**src/rtl/cobs_pkg.sv**
```systemverilog
// Shared constants, state encodings and helpers for the COBS transmit framer.
package cobs_pkg;

    localparam logic [7:0] COBS_DELIM   = 8'h00;
    localparam int         COBS_MAX_RUN = 254;

    typedef enum logic [2:0] {
        ST_FILL  = 3'd0,
        ST_CODE  = 3'd1,
        ST_DATA  = 3'd2,
        ST_DELIM = 3'd3,
        ST_GAP   = 3'd4
    } cobs_state_e;

    // A block holding 'run' non-zero bytes is announced by code byte run+1.
    function automatic logic [7:0] cobs_code(input logic [7:0] run);
        return run + 8'd1;
    endfunction

endpackage

```
**src/rtl/cobs_block_buf.sv**
```systemverilog
// Holding buffer for the non-zero bytes of one COBS block.
// One write port and one registered read port, so it maps onto block RAM.
module cobs_block_buf #(
    parameter int DEPTH = 254
) (
    input  logic       clk,
    input  logic       we,
    input  logic [7:0] waddr,
    input  logic [7:0] wdata,
    input  logic [7:0] raddr,
    output logic [7:0] rdata
);

    logic [7:0] mem [DEPTH];

    // Write when asked; read every cycle with one cycle of latency.
    // NOTE: the array and its read register have no reset -- a reset port would
    // stop the tools from mapping it onto RAM, and every location is written
    // before it is read anyway.
    always_ff @(posedge clk) begin
        if (we) begin
            mem[waddr] <= wdata;
        end
        rdata <= mem[raddr];
    end

endmodule

```
**src/rtl/cobs_encoder.sv**
```systemverilog
// COBS transmit framer: collects payload bytes into blocks, then hands the
// code byte, the block data and finally the 0x00 delimiter to the UART one
// byte at a time using the o_flag / busy handshake.
module cobs_encoder
    import cobs_pkg::*;
#(
    parameter int MAX_RUN    = COBS_MAX_RUN,  // 1..254
    parameter int GAP_CYCLES = 1              // 1..256, idle cycles after each pulse
) (
    input  logic       clk,
    input  logic       rst,
    input  logic       in_valid,
    input  logic [7:0] in_data,
    input  logic       in_last,
    output logic       in_ready,
    input  logic       busy,
    output logic       o_flag,
    output logic [7:0] o_data,
    output logic       frame_done
);

    cobs_state_e state_q, state_d;
    cobs_state_e ret_q, ret_d;      // state resumed once the GAP expires
    cobs_state_e post_ret;          // where to go once the current block is out
    logic [7:0]  cnt_q, cnt_d;      // non-zero bytes held for the current block
    logic [7:0]  rd_ptr_q, rd_ptr_d;
    logic        tail_q, tail_d;    // frame ended on a zero: an empty block follows
    logic        frame_end_q, frame_end_d;
    logic [7:0]  gap_q, gap_d;
    logic        o_flag_q, o_flag_d;
    logic [7:0]  o_data_q, o_data_d;
    logic        frame_done_q, frame_done_d;
    logic        buf_we;
    logic [7:0]  buf_rdata;
    logic        accept;

    // The read port always addresses rd_ptr_q, so the next data byte is
    // already waiting in buf_rdata by the time the GAP ends.
    cobs_block_buf #(.DEPTH(MAX_RUN)) u_buf (
        .clk   (clk),
        .we    (buf_we),
        .waddr (cnt_q),
        .wdata (in_data),
        .raddr (rd_ptr_q),
        .rdata (buf_rdata)
    );

    assign in_ready = (state_q == ST_FILL) && (cnt_q < 8'(MAX_RUN)) && !rst;
    assign accept   = in_valid && in_ready;

    // Outputs are forced quiet while reset is held, even in its first cycle.
    assign o_flag     = o_flag_q && !rst;
    assign o_data     = rst ? COBS_DELIM : o_data_q;
    assign frame_done = frame_done_q && !rst;

    // Decision taken after the last byte of a block: pending empty block
    // first, then the delimiter if the frame has ended, else more payload.
    always_comb begin
        post_ret = ST_FILL;
        if (tail_q) begin
            post_ret = ST_CODE;
        end else if (frame_end_q) begin
            post_ret = ST_DELIM;
        end
    end

    // Next-state and output logic of the framing FSM.
    // NOTE: every variable assigned here gets a default at the top of the
    // block, so no path can leave one unassigned and infer a latch.
    always_comb begin
        state_d      = state_q;
        ret_d        = ret_q;
        cnt_d        = cnt_q;
        rd_ptr_d     = rd_ptr_q;
        tail_d       = tail_q;
        frame_end_d  = frame_end_q;
        gap_d        = gap_q;
        o_flag_d     = 1'b0;
        o_data_d     = o_data_q;
        frame_done_d = 1'b0;
        buf_we       = 1'b0;

        case (state_q)
            ST_FILL: begin
                if (accept) begin
                    if (in_data != COBS_DELIM) begin
                        buf_we = 1'b1;
                        cnt_d  = cnt_q + 8'd1;
                        if (cnt_d == 8'(MAX_RUN)) begin
                            // Full block: the frame may or may not end here.
                            state_d     = ST_CODE;
                            frame_end_d = in_last;
                        end else if (in_last) begin
                            state_d     = ST_CODE;
                            frame_end_d = 1'b1;
                        end
                    end else begin
                        // A zero is never stored; it only closes the block.
                        state_d     = ST_CODE;
                        frame_end_d = in_last;
                        tail_d      = in_last;
                    end
                end
            end

            ST_CODE: begin
                if (!busy) begin
                    o_flag_d = 1'b1;
                    o_data_d = cobs_code(cnt_q);
                    state_d  = ST_GAP;
                    if (cnt_q != 8'd0) begin
                        ret_d = ST_DATA;
                    end else begin
                        ret_d    = post_ret;
                        cnt_d    = 8'd0;
                        rd_ptr_d = 8'd0;
                        tail_d   = 1'b0;
                    end
                end
            end

            ST_DATA: begin
                if (!busy) begin
                    o_flag_d = 1'b1;
                    o_data_d = buf_rdata;
                    state_d  = ST_GAP;
                    rd_ptr_d = rd_ptr_q + 8'd1;
                    if (rd_ptr_q == cnt_q - 8'd1) begin
                        ret_d    = post_ret;
                        cnt_d    = 8'd0;
                        rd_ptr_d = 8'd0;
                        tail_d   = 1'b0;
                    end else begin
                        ret_d = ST_DATA;
                    end
                end
            end

            ST_DELIM: begin
                if (!busy) begin
                    o_flag_d     = 1'b1;
                    o_data_d     = COBS_DELIM;
                    frame_done_d = 1'b1;
                    frame_end_d  = 1'b0;
                    state_d      = ST_GAP;
                    ret_d        = ST_FILL;
                end
            end

            ST_GAP: begin
                if (gap_q == 8'(GAP_CYCLES - 1)) begin
                    gap_d   = 8'd0;
                    state_d = ret_q;
                end else begin
                    gap_d = gap_q + 8'd1;
                end
            end

            default: begin
                state_d = ST_FILL;
            end
        endcase
    end

    // State and output registers with synchronous reset.
    // NOTE: sequential state uses non-blocking assignments so every register
    // samples the values from before the edge, independent of statement order.
    always_ff @(posedge clk) begin
        if (rst) begin
            state_q      <= ST_FILL;
            ret_q        <= ST_FILL;
            cnt_q        <= 8'd0;
            rd_ptr_q     <= 8'd0;
            tail_q       <= 1'b0;
            frame_end_q  <= 1'b0;
            gap_q        <= 8'd0;
            o_flag_q     <= 1'b0;
            o_data_q     <= COBS_DELIM;
            frame_done_q <= 1'b0;
        end else begin
            state_q      <= state_d;
            ret_q        <= ret_d;
            cnt_q        <= cnt_d;
            rd_ptr_q     <= rd_ptr_d;
            tail_q       <= tail_d;
            frame_end_q  <= frame_end_d;
            gap_q        <= gap_d;
            o_flag_q     <= o_flag_d;
            o_data_q     <= o_data_d;
            frame_done_q <= frame_done_d;
        end
    end

endmodule
```
**config.mk**
```make
export PLATFORM = sky130hd
export DESIGN_NAME = cobs_encoder
export DESIGN_NICKNAME = d
export VERILOG_FILES = /design/src/rtl/cobs_pkg.sv /design/src/rtl/cobs_block_buf.sv /design/src/rtl/cobs_encoder.sv
export SDC_FILE = /design/constraint.sdc
export NUM_CORES = 2
export LEC_CHECK = 0
export ABC_CLOCK_PERIOD_IN_PS = 3600
export BUFFER_PORTS_ARGS = -buffer_cell sky130_fd_sc_hd__buf_2
export CAP_MARGIN = 20
export CORE_MARGIN = 1
export CORE_UTILIZATION = 40
export DETAILED_ROUTE_END_ITERATION = 8
export GPL_ROUTABILITY_DRIVEN = 0
export PLACE_DENSITY = 0.61
export SLEW_MARGIN = 20
export SYNTH_ARGS = -nofsm -noshare
export SYNTH_HDL_FRONTEND = slang
export SYNTH_SLANG_ARGS = --single-unit
```
**constraint.sdc**
```tcl
create_clock -name clk -period 3.6 [get_ports clk]
set_input_delay 0.36 -clock clk [delete_from_list [all_inputs] [get_ports clk]]
set_output_delay 0.36 -clock clk [all_outputs]
set_load 0.02 [all_outputs]
```
==> out/metrics.csv <==
metric;value;unit
outcome;finished, violations left;
violations;setup timing;
yosysMostFrequentCell;edfxtp_1;
mappedNetlistArea;0.0819;mm^2
synth_xor_area_share;0.331;%
grt_pass1_vias;42300;
whs;0.0742;ns
synth_common_cells;edfxtp_1 (2032), mux4_2 (474), nor2_1 (340);
max_freq;266;MHz
synth_compound_area_share;2.96;%
cts_tree;built;
yosys.area.top_type_share;74.5;%
routedWlPerCell;31.2;um
yosys_warnings;0;
dpl.hpwl;145000;um
synth_area_leaders;edfxtp_1 (74%), mux4_2 (13%), mux2i_1 (2.3%);
dp.cells;6906;
min_from;in_data[5];
netlist_instances;4080;
fillers;16700;
antenna_found_initial;7;
synth_adder_area_share;0.122;%
worstPathRequired;4.06;ns
htreeDepth;4;
io_pins;24;
gr-total-overflow;0;
irDropWorstVdd;0.000390;V
yosysTopAreaCell;edfxtp_1;
firstDrtPassIters;6;
ys_types;76;
groute.usage.overall;22.1;%
period_needed;3.76;ns
synth_edf_count;2032;
max_stage_delay;0.78;ns
clock_skew;0.0281;ns
drcViolationCount;0;
io_buffers;23;
cts_buffers;207;
synthesis.nets;4101;
start_util;40.4;%
setup_viol;64;
r2r_end;u_buf.mem[31][7];
rsz0062_at_grt;yes;
cts_buffer_depth;3;
relSlewSlack;21.8;%
critical_path_class;flip-flop to flip-flop;
cap_viol_max_count;0;
pre_cts_ws;-0.165;ns
syn_to_final_growth;15.7;%
ant_nets;0;
tightest_slew;1.17;ns
synth_ff_type;edfxtp_1;
cp.arrival;4.22;ns
dieArea;0.207;mm^2
first_iter_violations;5770;
fp.dieW;455;um
ys_seq_elements;2081;
synth_top_family_by_area;multiplexers;
total_leakage_power;29.1;nW
hold_path_depth;2;
root_buffer;clkbuf_16;
synthSimpleGateAreaFrac;3.45;%
critPathMostFrequentCell;buf_4;
r2r_setup_slack;-0.16;ns
fin_cells;7298;
viasPerCell;5.87;
powerDensity;529;mW/mm^2
hold_viol_final;0;
vias;42800;
path_clk_slew;0.06;ns
synthMuxAreaShare;15.7;%
clkSinkCount;2081;
async_flop_share;0;%
final_nets;4475;
dieHeight;455;um
cp-end-kind;flip-flop;
rows;165;
startpoint_type;flip-flop;
crit_fanout;16;
period_share;104;%
synth_seq_area_share;75.7;%
crit_path_top_delay_cell;nor2_1;
finalMaxSlewViolations;0;
final_layout_size_suffix_gt1_share;29.8;%
setup_ws;-0.157;ns
grt_max_degree;195;
crit_chain;nor3_2 > buf_8 > o21ai_2 > buf_4 > nor4_2 > buf_4 > nand2_1 > nor2_1;
grt_pass1_wl;322000;um
worstRegToRegCells;8;
path_delay_family;simple AND/OR/NAND/NOR gates;
fin_total_pwr;50.1;mW
insertion_delay;0.84;ns
core;0.203;mm^2
wl;228000;um
hold_class;input port to flip-flop;
hold_end;u_buf.mem[234][5];
rr_startpoint;state_q[0];
synth_area_per_cell;20.1;um^2
crit_buf_inv;3;
[metrics by stage]
step	util, %	setup TNS [ns]	area [um^2]
4_1_cts	46.5	-10.06	94400
2_1_floorplan	-	0	81900
3_3_place_gp	43.1	-4507.42	87500
5_1_grt	46.7	-23.09	94800
6_report	46.7	-7.54	94800
3_5_place_dp	43.1	-18.85	87500
[layout by cell type, fill, tap and decap left out, types with 8 or more instances in the layout]
| master | synthesis | routed |
|---|---|---|
| ha_1 | 8 | 8 |
| buf_12 | 1 | 42 |
| nand2b_1 | 11 | 11 |
| a22oi_1 | 37 | 37 |
| nand2_1 | 140 | 137 |
| o21ai_0 | 54 | 54 |
| nand3_1 | 42 | 42 |
| buf_2 | 74 | 15 |
| clkbuf_16 | 0 | 210 |
| a21oi_1 | 76 | 76 |
| mux2_2 | 29 | 29 |
| clkinv_1 | 0 | 39 |
| bufinv_16 | 0 | 21 |
| and3_1 | 12 | 12 |
| inv_1 | 13 | 12 |
| o22ai_1 | 20 | 20 |
| nor2_2 | 0 | 130 |
| dfxtp_1 | 49 | 42 |
| mux4_2 | 474 | 474 |
| edfxtp_1 | 2032 | 2032 |
| xnor2_1 | 17 | 17 |
| xor2_1 | 14 | 14 |
| o211ai_1 | 13 | 13 |
| clkbuf_8 | 0 | 8 |
| nor3_1 | 39 | 38 |
| clkinv_2 | 0 | 40 |
| nor2_1 | 340 | 207 |
| nor2b_1 | 27 | 24 |
| o221ai_1 | 10 | 10 |
| a211oi_1 | 14 | 14 |
| a31oi_1 | 22 | 22 |
| a221oi_1 | 28 | 28 |
| a311oi_1 | 9 | 9 |
| clkbuf_1 | 100 | 45 |
| buf_4 | 21 | 345 |
| mux2i_1 | 186 | 186 |
| nand4_1 | 9 | 9 |
[worst reg2reg max path: cells and delay by family (launching register included)]
family	cells	cell delay, ns
AND/OR/NAND/NOR	4	1.91
buffers and inverters	3	0.76
flip-flops	1	0.43
AO/OA/AOI/OAI	1	0.28
[registers in the layout (all words and copies together), names as in the netlist]
register,flops
u_buf.mem,2032
cnt_q,8
gap_q,8
o_data_q,8
rd_ptr_q,8
u_buf.rdata,8
state_q,3
ret_q,2
frame_done_q,1
frame_end_q,1
o_flag_q,1
tail_q,1
[worst max path at each step]
stage / startpoint / to / slack (ns) / cells after the start
after floorplan: cnt_q[3] / u_buf.mem[117][0] / 0.84 / 10
after global placement: state_q[0] / u_buf.mem[47][0] / -2.60 / 8
after detailed placement: in_data[0] / u_buf.mem[15][0] / -0.16 / 8
after CTS: state_q[0] / u_buf.mem[15][1] / -0.14 / 8
after global routing: state_q[0] / u_buf.mem[31][1] / -0.30 / 8
final: state_q[0] / u_buf.mem[31][7] / -0.16 / 8
[area by class of cell]
cell class                 instances  area [um^2]  share of cell area (%)
inverter                          15         61.3                  0.0647
clock buffer                     255         5420                    5.72
sequential                      2081        62000                    65.4
antenna                            1         2.50                 0.00264
timing repair buffer             415         3690                    3.89
multi-input combinational       1734        18900                    19.9
tap                             2672         3340                    3.53
clock inverter                   125         1340                    1.41
[routing by layer]
metal / GRT usage, % / routed length (um) / share of wire, % / vias up
met5: 0 / 13 / 0.0057 / -
met4: 7.50 / 7150 / 3.1 / 2
met3: 4.26 / 20000 / 8.8 / 352
met2: 34.2 / 106000 / 47 / 2133
met1: 31.3 / 94400 / 41 / 22800
li1: - / - / - / 17600
[cell families (layout without fill, tap and decap cells)]
| group | count (synthesis) | after routing |
|---|---|---|
| AOI/OAI and AO/OA | 353 | 353 |
| xor gates and xnor gates | 31 | 31 |
| adders and majority gates | 8 | 8 |
| buffers and inverters | 265 | 810 |
| DFF | 2081 | 2081 |
| muxes | 690 | 690 |
| other | 0 | 1 |
| and+or+nand+nor | 652 | 652 |
[report_power, final]
| group | switching [mW] | total [mW] | internal (mW) |
|---|---|---|---|
| Combinational | 1.25 | 1.98 | 0.731 |
| Clock | 9.23 | 21.5 | 12.3 |
| Sequential | 0.0466 | 26.6 | 26.6 |
[repair_timing]
| item | 4_1_cts | 5_1_grt |
|---|---|---|
| buffers inserted | 0 | 7 |
| resized for setup | 27 | 106 |
| endpoints found under the hold margin | 11 | 0 |
| hold buffers | 3 | 0 |
| setup endpoints to repair | 256 | 956 |
| pin swaps | 0 | 0 |
Note: power is estimated with default switching activity, not from simulation.
